--- src/rtl/pipe_stage_buf_pkg.sv ---
// rtl/pipe_stage_buf_pkg.sv - shared pipeline stage types, constants and helpers
package pipe_stage_buf_pkg;

    localparam int DATA_W_DEF = 32;
    localparam int PC_W_DEF   = 32;
    localparam int A_W_DEF    = 5;
    localparam int TNEW_W_DEF = 2;

    localparam int REG_ZERO = 0;

    typedef struct packed {
        logic [PC_W_DEF-1:0]   pc;
        logic [A_W_DEF-1:0]    a3;
        logic                  we;
        logic [TNEW_W_DEF-1:0] tnew;
        logic [DATA_W_DEF-1:0] data;
    } entry_t;

    // Tnew counts down by one per stage and must never wrap below zero
    function automatic int unsigned tnew_sat_dec(input int unsigned t);
        return (t == 32'd0) ? 32'd0 : t - 32'd1;
    endfunction

endpackage

--- src/rtl/pipe_stage_buf_if.sv ---
// rtl/pipe_stage_buf_if.sv - handshake, payload and forwarding signals of the stage buffer
interface pipe_stage_buf_if #(
    parameter int DATA_W = pipe_stage_buf_pkg::DATA_W_DEF,
    parameter int PC_W   = pipe_stage_buf_pkg::PC_W_DEF,
    parameter int A_W    = pipe_stage_buf_pkg::A_W_DEF,
    parameter int TNEW_W = pipe_stage_buf_pkg::TNEW_W_DEF
) ();
    logic              flush;
    logic              in_valid;
    logic              in_ready;
    logic [PC_W-1:0]   in_pc;
    logic [A_W-1:0]    in_a3;
    logic              in_we;
    logic [TNEW_W-1:0] in_tnew;
    logic [DATA_W-1:0] in_data;
    logic              out_valid;
    logic              out_ready;
    logic [PC_W-1:0]   out_pc;
    logic [A_W-1:0]    out_a3;
    logic              out_we;
    logic [TNEW_W-1:0] out_tnew;
    logic [DATA_W-1:0] out_data;
    logic              fwd_valid;
    logic [A_W-1:0]    fwd_a3;
    logic [DATA_W-1:0] fwd_data;

    modport master (
        output flush, in_valid, in_pc, in_a3, in_we, in_tnew, in_data, out_ready,
        input  in_ready, out_valid, out_pc, out_a3, out_we, out_tnew, out_data,
               fwd_valid, fwd_a3, fwd_data
    );

    modport slave (
        input  flush, in_valid, in_pc, in_a3, in_we, in_tnew, in_data, out_ready,
        output in_ready, out_valid, out_pc, out_a3, out_we, out_tnew, out_data,
               fwd_valid, fwd_a3, fwd_data
    );
endinterface

--- src/rtl/pipe_entry_reg.sv ---
// rtl/pipe_entry_reg.sv - one held pipeline entry with valid bit, load enable and clear
module pipe_entry_reg #(
    parameter int W = 8
) (
    input  logic         clk,
    input  logic         reset,
    input  logic         clear,
    input  logic         load,
    input  logic         valid_d,
    input  logic [W-1:0] d,
    output logic         valid,
    output logic [W-1:0] q
);

    // clear drops the valid bit only; the payload keeps its last value
    always_ff @(posedge clk) begin
        if (reset) begin
            valid <= 1'b0;
            q     <= '0;
        end else begin
            valid <= clear ? 1'b0 : valid_d;
            if (load && !clear) begin
                q <= d;
            end
        end
    end

endmodule

--- src/rtl/pipe_stage_buf.sv ---
// rtl/pipe_stage_buf.sv - two-entry elastic pipeline stage with writeback tag and forwarding port
module pipe_stage_buf
    import pipe_stage_buf_pkg::*;
#(
    parameter int DATA_W = DATA_W_DEF,
    parameter int PC_W   = PC_W_DEF,
    parameter int A_W    = A_W_DEF,
    parameter int TNEW_W = TNEW_W_DEF
) (
    input logic             clk,
    input logic             reset,
    pipe_stage_buf_if.slave bus
);

    localparam int ENTRY_W = PC_W + A_W + 1 + TNEW_W + DATA_W;

    logic               main_valid, skid_valid;
    logic               main_valid_d, skid_valid_d;
    logic               main_load, skid_load;
    logic               accept, pop;
    logic               cap_we;
    logic [TNEW_W-1:0]  cap_tnew;
    logic [ENTRY_W-1:0] cap, main_d, main_q, skid_q;

    logic [PC_W-1:0]    head_pc;
    logic [A_W-1:0]     head_a3;
    logic               head_we;
    logic [TNEW_W-1:0]  head_tnew;
    logic [DATA_W-1:0]  head_data;

    always_comb begin
        cap_tnew = TNEW_W'(tnew_sat_dec(32'(bus.in_tnew)));
        cap_we   = bus.in_we && (bus.in_a3 != A_W'(REG_ZERO));
        cap      = {bus.in_pc, bus.in_a3, cap_we, cap_tnew, bus.in_data};
    end

    // readiness depends only on the skid slot, so out_ready never reaches in_ready
    assign accept = bus.in_valid && !skid_valid;
    assign pop    = main_valid && bus.out_ready;

    always_comb begin
        main_valid_d = accept | skid_valid | (main_valid & ~pop);
        main_load    = (~main_valid & accept) | (pop & (skid_valid | accept));
        main_d       = skid_valid ? skid_q : cap;
        skid_valid_d = skid_valid ? ~pop : (main_valid & accept & ~pop);
        skid_load    = main_valid & accept & ~pop;
    end

    pipe_entry_reg #(.W(ENTRY_W)) u_main (
        .clk     (clk),
        .reset   (reset),
        .clear   (bus.flush),
        .load    (main_load),
        .valid_d (main_valid_d),
        .d       (main_d),
        .valid   (main_valid),
        .q       (main_q)
    );

    pipe_entry_reg #(.W(ENTRY_W)) u_skid (
        .clk     (clk),
        .reset   (reset),
        .clear   (bus.flush),
        .load    (skid_load),
        .valid_d (skid_valid_d),
        .d       (cap),
        .valid   (skid_valid),
        .q       (skid_q)
    );

    assign {head_pc, head_a3, head_we, head_tnew, head_data} = main_q;

    assign bus.in_ready  = !skid_valid;
    assign bus.out_valid = main_valid;
    assign bus.out_pc    = head_pc;
    assign bus.out_a3    = head_a3;
    assign bus.out_we    = head_we;
    assign bus.out_tnew  = head_tnew;
    assign bus.out_data  = head_data;
    assign bus.fwd_valid = main_valid && head_we && (head_tnew == '0);
    assign bus.fwd_a3    = head_a3;
    assign bus.fwd_data  = head_data;

endmodule
--- src/flat_wrapper.sv ---
// flat-port wrapper written by rule: the top's interface ports become plain ports
module pipe_stage_buf_flat import pipe_stage_buf_pkg::*;
#(
    parameter int DATA_W = DATA_W_DEF,
    parameter int PC_W   = PC_W_DEF,
    parameter int A_W    = A_W_DEF,
    parameter int TNEW_W = TNEW_W_DEF
)
  (clk, reset, bus_flush, bus_in_valid, bus_in_pc, bus_in_a3, bus_in_we, bus_in_tnew, bus_in_data, bus_out_ready, bus_in_ready, bus_out_valid, bus_out_pc, bus_out_a3, bus_out_we, bus_out_tnew, bus_out_data, bus_fwd_valid, bus_fwd_a3, bus_fwd_data);
  pipe_stage_buf_if #(.DATA_W(DATA_W), .PC_W(PC_W), .A_W(A_W), .TNEW_W(TNEW_W)) bus_i ();
  input logic clk;
  input logic reset;
  input wire logic [$bits(bus_i.flush)-1:0] bus_flush;
  input wire logic [$bits(bus_i.in_valid)-1:0] bus_in_valid;
  input wire logic [$bits(bus_i.in_pc)-1:0] bus_in_pc;
  input wire logic [$bits(bus_i.in_a3)-1:0] bus_in_a3;
  input wire logic [$bits(bus_i.in_we)-1:0] bus_in_we;
  input wire logic [$bits(bus_i.in_tnew)-1:0] bus_in_tnew;
  input wire logic [$bits(bus_i.in_data)-1:0] bus_in_data;
  input wire logic [$bits(bus_i.out_ready)-1:0] bus_out_ready;
  output wire logic [$bits(bus_i.in_ready)-1:0] bus_in_ready;
  output wire logic [$bits(bus_i.out_valid)-1:0] bus_out_valid;
  output wire logic [$bits(bus_i.out_pc)-1:0] bus_out_pc;
  output wire logic [$bits(bus_i.out_a3)-1:0] bus_out_a3;
  output wire logic [$bits(bus_i.out_we)-1:0] bus_out_we;
  output wire logic [$bits(bus_i.out_tnew)-1:0] bus_out_tnew;
  output wire logic [$bits(bus_i.out_data)-1:0] bus_out_data;
  output wire logic [$bits(bus_i.fwd_valid)-1:0] bus_fwd_valid;
  output wire logic [$bits(bus_i.fwd_a3)-1:0] bus_fwd_a3;
  output wire logic [$bits(bus_i.fwd_data)-1:0] bus_fwd_data;
  assign bus_i.flush = bus_flush;
  assign bus_i.in_valid = bus_in_valid;
  assign bus_i.in_pc = bus_in_pc;
  assign bus_i.in_a3 = bus_in_a3;
  assign bus_i.in_we = bus_in_we;
  assign bus_i.in_tnew = bus_in_tnew;
  assign bus_i.in_data = bus_in_data;
  assign bus_i.out_ready = bus_out_ready;
  assign bus_in_ready = bus_i.in_ready;
  assign bus_out_valid = bus_i.out_valid;
  assign bus_out_pc = bus_i.out_pc;
  assign bus_out_a3 = bus_i.out_a3;
  assign bus_out_we = bus_i.out_we;
  assign bus_out_tnew = bus_i.out_tnew;
  assign bus_out_data = bus_i.out_data;
  assign bus_fwd_valid = bus_i.fwd_valid;
  assign bus_fwd_a3 = bus_i.fwd_a3;
  assign bus_fwd_data = bus_i.fwd_data;
  pipe_stage_buf #(.DATA_W(DATA_W), .PC_W(PC_W), .A_W(A_W), .TNEW_W(TNEW_W)) u_core (.clk(clk), .reset(reset), .bus(bus_i));
endmodule
--- config.mk ---
export PLATFORM = sky130hd
export DESIGN_NAME = pipe_stage_buf_flat
export DESIGN_NICKNAME = d
export VERILOG_FILES = /design/src/rtl/pipe_stage_buf_pkg.sv /design/src/rtl/pipe_stage_buf_if.sv /design/src/rtl/pipe_entry_reg.sv /design/src/rtl/pipe_stage_buf.sv /design/src/flat_wrapper.sv
export SDC_FILE = /design/constraint.sdc
export NUM_CORES = 1
export LEC_CHECK = 0
export CELL_PAD_IN_SITES_DETAIL_PLACEMENT = 1
export CELL_PAD_IN_SITES_GLOBAL_PLACEMENT = 1
export CORE_MARGIN = 4
export CORE_UTILIZATION = 40
export CTS_BUF_LIST = sky130_fd_sc_hd__clkbuf_4 sky130_fd_sc_hd__clkbuf_8
export DETAILED_ROUTE_END_ITERATION = 10
export PLACE_DENSITY_LB_ADDON = 0.12
export SYNTH_ARGS = -nofsm -noshare
export SYNTH_HDL_FRONTEND = slang
export SYNTH_HIERARCHICAL = 1
export SYNTH_SLANG_ARGS = --single-unit
--- constraint.sdc ---
create_clock -name clk -period 4.5 [get_ports clk]
set_clock_uncertainty 0.2 [all_clocks]
set_input_delay 0.9 -clock clk [delete_from_list [all_inputs] [get_ports clk]]
set_output_delay 0.9 -clock clk [all_outputs]
set_load 0.02 [all_outputs]
### Word level (Yosys, flattened, before mapping)

Index checks and enable logic that the tools add are counted.

| operators by class | value |
|---|---|
| $add $sub $neg | 1 |
| multiplexer cells | 3 |
| bitwise gates (word level) | 10 |
| reduce and logical (&&, ||, !) cells | 13 |

Operator list:

| kind | count |
|---|---|
| two-way mux 72 bit | 1 |
| logical AND 1 bit | 7 |
| bitwise AND 1 bit | 5 |
| nonzero test 5 bit | 1 |
| zero test 2 bit | 2 |
| OR 1 bit | 3 |
| zero test 1 bit | 2 |
| two-way mux 2 bit | 1 |
| NOT 1 bit | 2 |
| OR reduction 2 bit | 1 |
| subtractor 2 x 1 -> 2 bit, second input constant | 1 |
| two-way mux 1 bit | 1 |

| storage, ports and cells | value |
|---|---|
| register bits | 146 |
| input bits | 77 |
| output and inout port bits | 112 |
| logic and storage cells | 31 |

### Depth between registers and ports, before layout

Gate-level depths: netlist of run 1.

| logic depth | value |
|---|---|
| word-level depth | 6 |
| gate-level depth with buffers | 9 |
| gate-level depth less buffers | 4 |

### Modules after synthesis

Netlist of run 1, hierarchy kept.

By module, submodules not included:

| module | instances | cells an instance | area an instance (um^2) | sequential area each (um^2) |
|---|---|---|---|---|
| pipe_entry_reg | 2 | 331 | 3679.8 | 1461.4 |
| pipe_stage_buf | 1 | 135 | 1255.0 | 0.0 |

### Least setup slack after synthesis of run 1

OpenSTA, ideal clock, no wires.

| path | value |
|---|---|
| path type | input to register |
| start | in bus_out_ready |
| end | reg u_core.u_main.q[0] |
| setup time | 116 ps |
| arrival | 1835 ps |
| data required time | 4184 ps |
| slack | 2349 ps |
| cell stages on the path | 7 |
| buffers on the path | 3 |
| path through | nor2b_1 > a211oi_1 > buf_6 > nor2b_4 > buf_12 > buf_12 > o21ai_2 |

| between the ends | value |
|---|---|
| word-level cells in the longest chain between the ends | 4 |

RTL lines:

| element | line | text |
|---|---|---|
| start: declaration | flat_wrapper.sv:20 | `input wire logic [$bits(bus_i.out_ready)-1:0] bus_out_ready;` |
| logical AND 1 bit | pipe_stage_buf.sv:39 | `assign pop = main_valid && bus.out_ready;` |
| bitwise AND 1 bit | pipe_stage_buf.sv:43 | `main_load = (~main_valid & accept) \| (pop & (skid_valid \| accept));` |
| OR 1 bit | pipe_stage_buf.sv:43 |  |
| net u_core.main_load | pipe_stage_buf.sv:19 | `logic main_load, skid_load;` |
| logical AND 1 bit | pipe_entry_reg.sv:22 | `if (load && !clear) begin` |
| end signal: assignment | pipe_entry_reg.sv:19 | `q <= '0;` |
| end signal: assignment | pipe_entry_reg.sv:23 | `q <= d;` |
| end: declaration | pipe_entry_reg.sv:12 | `output logic [W-1:0] q` |

The timed path passes the listed nets, and every way through them passes these cells.
A chain may end at the register's enable or synchronous reset.

### Final worst setup path of run 1

| path | value |
|---|---|
| start | reg u_core.u_skid.valid |
| end | out bus_in_ready |

| between the ends | value |
|---|---|
| word-level cells in the longest chain between the ends | 1 |

RTL lines:

| element | line | text |
|---|---|---|
| start: declaration | pipe_entry_reg.sv:11 | `output logic valid,` |
| start signal: assignment | pipe_entry_reg.sv:21 | `valid <= clear ? 1'b0 : valid_d;` |
| zero test 1 bit | pipe_stage_buf.sv:73 | `assign bus.in_ready = !skid_valid;` |
| end: declaration | flat_wrapper.sv:21 | `output wire logic [$bits(bus_i.in_ready)-1:0] bus_in_ready;` |

Every way passes these cells.

==> results of run 1 <==
[flip-flops by register name (all words and copies together) (netlist names)]
| name | count |
|---|---|
| u_core/u_main/valid | 1 |
| u_core/u_skid/valid | 1 |
| u_core/u_skid/q | 72 |
| u_core/u_main/q | 72 |
[synthesized netlist by cell type]
library cell	n
a211oi_1	1
a21boi_0	1
a21oi_1	3
and2_1	1
and3_1	1
buf_12	16
buf_2	16
buf_4	38
buf_6	11
clkbuf_1	42
clkbuf_2	2
dfxtp_1	146
inv_1	1
inv_2	1
mux2_2	71
mux2i_1	1
nand2_1	1
nand2b_1	144
nand4bb_1	144
nor2_1	2
nor2b_1	2
nor2b_4	2
nor3_1	3
nor3b_1	2
o21ai_0	5
o21ai_2	140
[per-layer routing]
layer / vias to the layer above / share of wire (%)
met5: - / 0
met4: 0 / 0.63
met3: 10 / 4.0
met2: 120 / 51
met1: 3188 / 44
li1: 3034 / -
[final timing paths]
path	from	end
hold reg to reg	u_core/u_skid/q[25]$_SDFFE_PP0P_	u_core/u_skid/q[25]$_SDFFE_PP0P_
setup reg to reg	u_core/u_skid/valid$_SDFF_PP0_	u_core/u_main/q[22]$_SDFFE_PP0P_
hold / removal	u_core/u_skid/q[25]$_SDFFE_PP0P_	u_core/u_skid/q[25]$_SDFFE_PP0P_
setup / recovery	u_core/u_skid/valid$_SDFF_PP0_	bus_in_ready
[logic make-up (layout without fill, tap and decap cells)]
logic type,Yosys count,in the layout
and+or+nand+nor,302,302
AOI/OAI and AO/OA,150,150
DFF,146,146
buffers and inverters,127,231
muxes,72,72
[final cells by class]
| type | count | area, um^2 |
|---|---|---|
| clock buffers | 19 | 255.2 |
| clock inverters | 11 | 187.7 |
| fillers | 2242 | 10660 |
| inverters | 2 | 7.507 |
| multi-input cells | 524 | 4721 |
| flip-flops and latches | 146 | 2927 |
| well taps | 275 | 344.1 |
| repair buffers | 199 | 1988 |
[worst register-to-register path, delay by kind of cell (launching register included)]
family,cells,cell delay (ns)
AO/OA/AOI/OAI,2,0.32
buffers and inverters,1,0.76
AND/OR/NAND/NOR,2,0.50
flip-flops,1,0.78
[power groups by stage]
stage	registers [uW]	clock network [uW]	logic, uW
after global routing	1370	1280	547
after global placement	1390	0	507
final	1360	1180	512
after detailed placement	1390	0	518
after floorplan	1420	0	296
after CTS	1360	1220	519
[per-stage QoR]
stage / instances / hold slack (ns) / setup WS [ns] / total power, uW / utilization, %
after global routing: 1176 / 0.2973 / 1.317 / 3193 / 49.46
final: 1176 / 0.2741 / 1.439 / 3052 / 49.46
after CTS: 1176 / 0.2770 / 1.370 / 3100 / 49.46
after floorplan: 797 / 0.2458 / 2.349 / 1719 / -
after global placement: 1146 / 0.2559 / 1.346 / 1897 / 47.36
after detailed placement: 1146 / 0.2661 / 1.282 / 1910 / 47.36
==> metrics, run 1 <==
xor and xnor fraction of the mapped netlist area 0%; crit end category output port; Slew headroom 37.76%; flops & latches, synth 146; worst hold path cell count 2; number of vias per cell 5.401; Simple-Gate Fraction of Synth Area 30.37%; Post-CTS Resized 0; R2R Setup Slk 1.87 ns; Synth area leader dfxtp_1; DIE AREA around 24000 um^2; Compound-Gate Fraction of Synth Area 14.87%; dominant cells by area after synthesis dfxtp_1 (34%), nand4bb_1 (19%), o21ai_2 (14%); Clock power frac 38.6%; FP Rows 53; net switching share of the total power 25.59%; 1st-pass router iterations 4; Crit-path slowest cell dfxtp_4; cts bufs inserted 17; Leakage 0.003455 uW; Synth top area share 33.93%; vias in the first global route 6961; latest clock arrival within the worst-skew pair 0.44 ns; first-pass GRT wire length 37.32 mm; pin count of the biggest net entering global routing 159; Initial Utilization 40.85%; GR peak layer met2; fin crit period 3.061 ns; GR Util met2 between 30% and 40%; global route total overflow 0; HP Class reg2reg; final wirelength 23.15 mm; Logic pwr share 16.8%; status finished clean; sequential element share of the synthesized area 33.93%; worst-margin pin slew a little over 0.9 ns; WS Path Type reg2out; Antenna Cells 0; fmax 326.7 MHz; Port-buffer cells 188; Post-CTS Hold Fix Bufs 0; cells after synthesis roughly 800; Psw ~780 uW; Int Pwr 2271 uW; Die X ~150 um; Worst Path Arrival 1.96 ns; Total GRT Usage 19.16%; Max Slew Vio Count 0; sequential share of power between 40 and 50%; Pwr Density 292.6 nW/um^2; CTS tree built; met3 Use GR about 4.3%; HPWL Detailed 14.41 mm; clock sink count 146; crit path buf inv count 2; CTS Root Cell clkbuf_8; Final setup viols 0; RSZ-0062 raised after global routing false; Via Count 6352; adder and majority gate portion of the synthesized area 0%; Longest Clk Path Bufs 2; maxcap violations 0; setup bufs post-CTS 0; Placed Area 9987 um^2; Yosys warning count 6; height of the die 154.8 um; max incr delay on CP between 0.7 and 0.8 ns; wire per inst 19.69 um; CTS clk-pin slew, worst paths 0.09 ns; commonest non-fill, non-tap cell in the layout clkdlybuf4s50_1; Startpoint Class flop; Synth cell types 26; CP Depth 2; TNS Setup 0 ns; fin nets 967; most frequent cells in the layout clkdlybuf4s50_1 (186), dfxtp_1 (145), nand2b_1 (144), nand4bb_1 (144), o21ai_2 (140); syn_nets 874; worst r2r path cells 5; Core ar. ~21000 um^2; met1 usage around 24%; Top Family by Delay on Critical Path flip-flops; Design Area, Final between 10000 and 15000 um^2; combinational family with the most area after synthesis simple AND/OR/NAND/NOR gates; H-tree depth 4; Ports 189; Final Hold Vio Count 0; maximum VDD drop 0.0002082 V; layout cells sized above 1 between 20% and 30%; Detail Route Antenna Nets 0; mux share of post-synthesis cell area 9.397%; Mapped Avg Cell Area 10.81 um^2; Tcrit/Tclk final 68.02%; area grow syn2layout 21.07%; crit path max fanout 41; antenna violations before repair 0; synthesized area 8615 um^2; Residual DRC 0; CP required 3.40 ns; worst-path cell chain inv_2, clkdlybuf4s50_1; Placer Congestion 0.7401; drt initial violations roughly 290
Power figures use the tool's default switching activity.
==> run 2: changes to the inputs <==
Clock period 4.5 ns to 3 ns, I/O delays scaled along.
==> run 2 against run 1 <==
  * Via count decreased by 0.76%
  * Critical path depth unchanged
  * Critical endpoint unchanged
  * Wire length decreased by 2.4%
  * Setup slack got worse by 1.2 ns
  * First-iteration DRC count decreased by 10%
==> metrics, run 2 (synthesized netlist as in run 1, its figures left out) <==
area grow syn2layout 22.44%; biggest regs u_core/u_main/q (72), u_core/u_skid/q (72); most frequent cells in the layout clkdlybuf4s50_1 (186), dfxtp_1 (145), nand2b_1 (144), nand4bb_1 (144), o21ai_2 (140); setup bufs post-CTS 0; final wirelength approximately 23 mm; Final Hold Vio Count 0; fin crit period 2.728 ns; HP Class reg2reg; Post-CTS Hold Fix Bufs 0; sequential share of power 43.8%; register area 2927 um^2; Critical Path Start u_core/u_skid/valid$_SDFF_PP0_; clock sink count 146; fmax between 300 and 400 MHz; wire per inst between 15 and 20 um; pin count of the biggest net entering global routing 95; Clock power frac approximately two fifths; Ports 189; RSZ-0062 raised after global routing false; maxcap violations 0; FP Rows 53; Psw around 1200 uW; fillers 2256; drt initial violations between 200 and 300; GR peak layer met2; cts bufs inserted 17; HPWL Detailed approximately 14 mm; Int Pwr between 3000 and 4000 uW; Inst Count DP 1150; Detail Route Antenna Nets 0; 1st-pass router iterations 6; max incr delay on CP 0.76 ns; Port-buffer cells between 150 and 200; worst-path cell chain inv_2, clkdlybuf4s50_1; Longest Clk Path Bufs 2; latest clock arrival within the worst-skew pair 0.44 ns; Startpoint Class flop; net switching share of the total power 26.15%; Initial Utilization roughly two fifths; DIE AREA 23950 um^2; Max Slew Vio Count 0; HP Start u_core/u_main/q[54]$_SDFFE_PP0P_; Tcrit/Tclk final approximately nine tenths; final non-filler cell total 1182; Logic pwr share 16.8%; Leakage 0.003496 uW; worst-margin pin slew just under 0.9 ns; fin nets 971; Post-CTS Resized 0; CTS tree built; Placer Congestion 0.7446; layout cells sized above 1 ~29%; status finished clean; H-tree depth 4; Pwr Density 441.8 nW/um^2; crit path buf inv count 2; CP required roughly 2.2 ns; CTS clk-pin slew, worst paths roughly 0.08 ns; number of vias per cell 5.333; Core ar. about 21000 um^2; Top Family by Delay on Critical Path flip-flops; met1 usage 23.60%; vias in the first global route approximately 6900; Antenna Cells 0; multi-input combinational cell area about 4700 um^2; commonest non-fill, non-tap cell in the layout clkdlybuf4s50_1; Power, Total 4660 uW; CTS Root Cell clkbuf_8; crit path max fanout 43; Critical R2R Launch u_core/u_skid/valid$_SDFF_PP0_; Total GRT Usage between 10% and 20%; Via Count 6304; height of the die 154.8 um; global route total overflow 0; met3 Use GR under 10%; Slew headroom 41.76%; crit end category output port; Residual DRC 0; WS Path Type reg2out; Worst Path Arrival 1.93 ns; Final setup viols 0; Crit-path slowest cell dfxtp_4; TNS Setup 0 ns; Die X ~150 um; antenna violations before repair 0; maximum VDD drop 0.0002580 V; first-pass GRT wire length 36.69 mm; GR Util met2 33.42%
run 2: metrics by stage:
| stage | hold WS (ns) | setup slack [ns] | instance area (um^2) | util [%] |
|---|---|---|---|---|
| after floorplan | 0.2458 | 1.125 | 8615 | - |
| after global placement | 0.2580 | 0.4125 | 10080 | 47.80 |
| after detailed placement | 0.2644 | 0.3453 | 10080 | 47.80 |
| after CTS | 0.2795 | 0.1965 | 10550 | 50.02 |
| after global routing | 0.2947 | 0.1441 | 10550 | 50.02 |
| final | 0.2781 | 0.2717 | 10550 | 50.02 |
run 2: worst paths after layout:
kind | endpoint | slack [ns] | depth (start not counted)
hold / removal | u_core/u_main/q[54]$_SDFFE_PP0P_ | 0.28 | 2
setup / recovery | bus_in_ready | 0.27 | 2
hold reg to reg | u_core/u_main/q[54]$_SDFFE_PP0P_ | 0.28 | 2
setup reg to reg | u_core/u_main/q[68]$_SDFFE_PP0P_ | 0.71 | 5
run 2: layout make-up:
class,count,share of cell area [%]
clock inverters,12,1.945
well taps,275,3.262
clock buffers,20,2.491
repair buffers,203,19.73
flip-flops and latches,146,27.75
inverters,2,0.07117
multi-input cells,524,44.76
run 2: worst reg2reg max path, cell delays in order (launching register included):
cell and delay (ns):
dfxtp_4 0.76, nor2_1 0.20, a211oi_4 0.26, nor2b_4 0.26, buf_12 0.31, o21ai_0 0.16
run 2: routing by layer:
layer,routed length (um),share of wire [%]
met1,10150,45
met2,11500,51
met3,668,3.0
met4,272,1.2
met5,0,0
run 2: power groups by stage:
stage                     logic [uW]  clock network (uW)  registers [uW]
after global routing             831                1970            2050
after detailed placement         789                   0            2090
after floorplan                  445                   0            2130
after CTS                        792                1910            2040
after global placement           779                   0            2080
final                            783                1840            2040
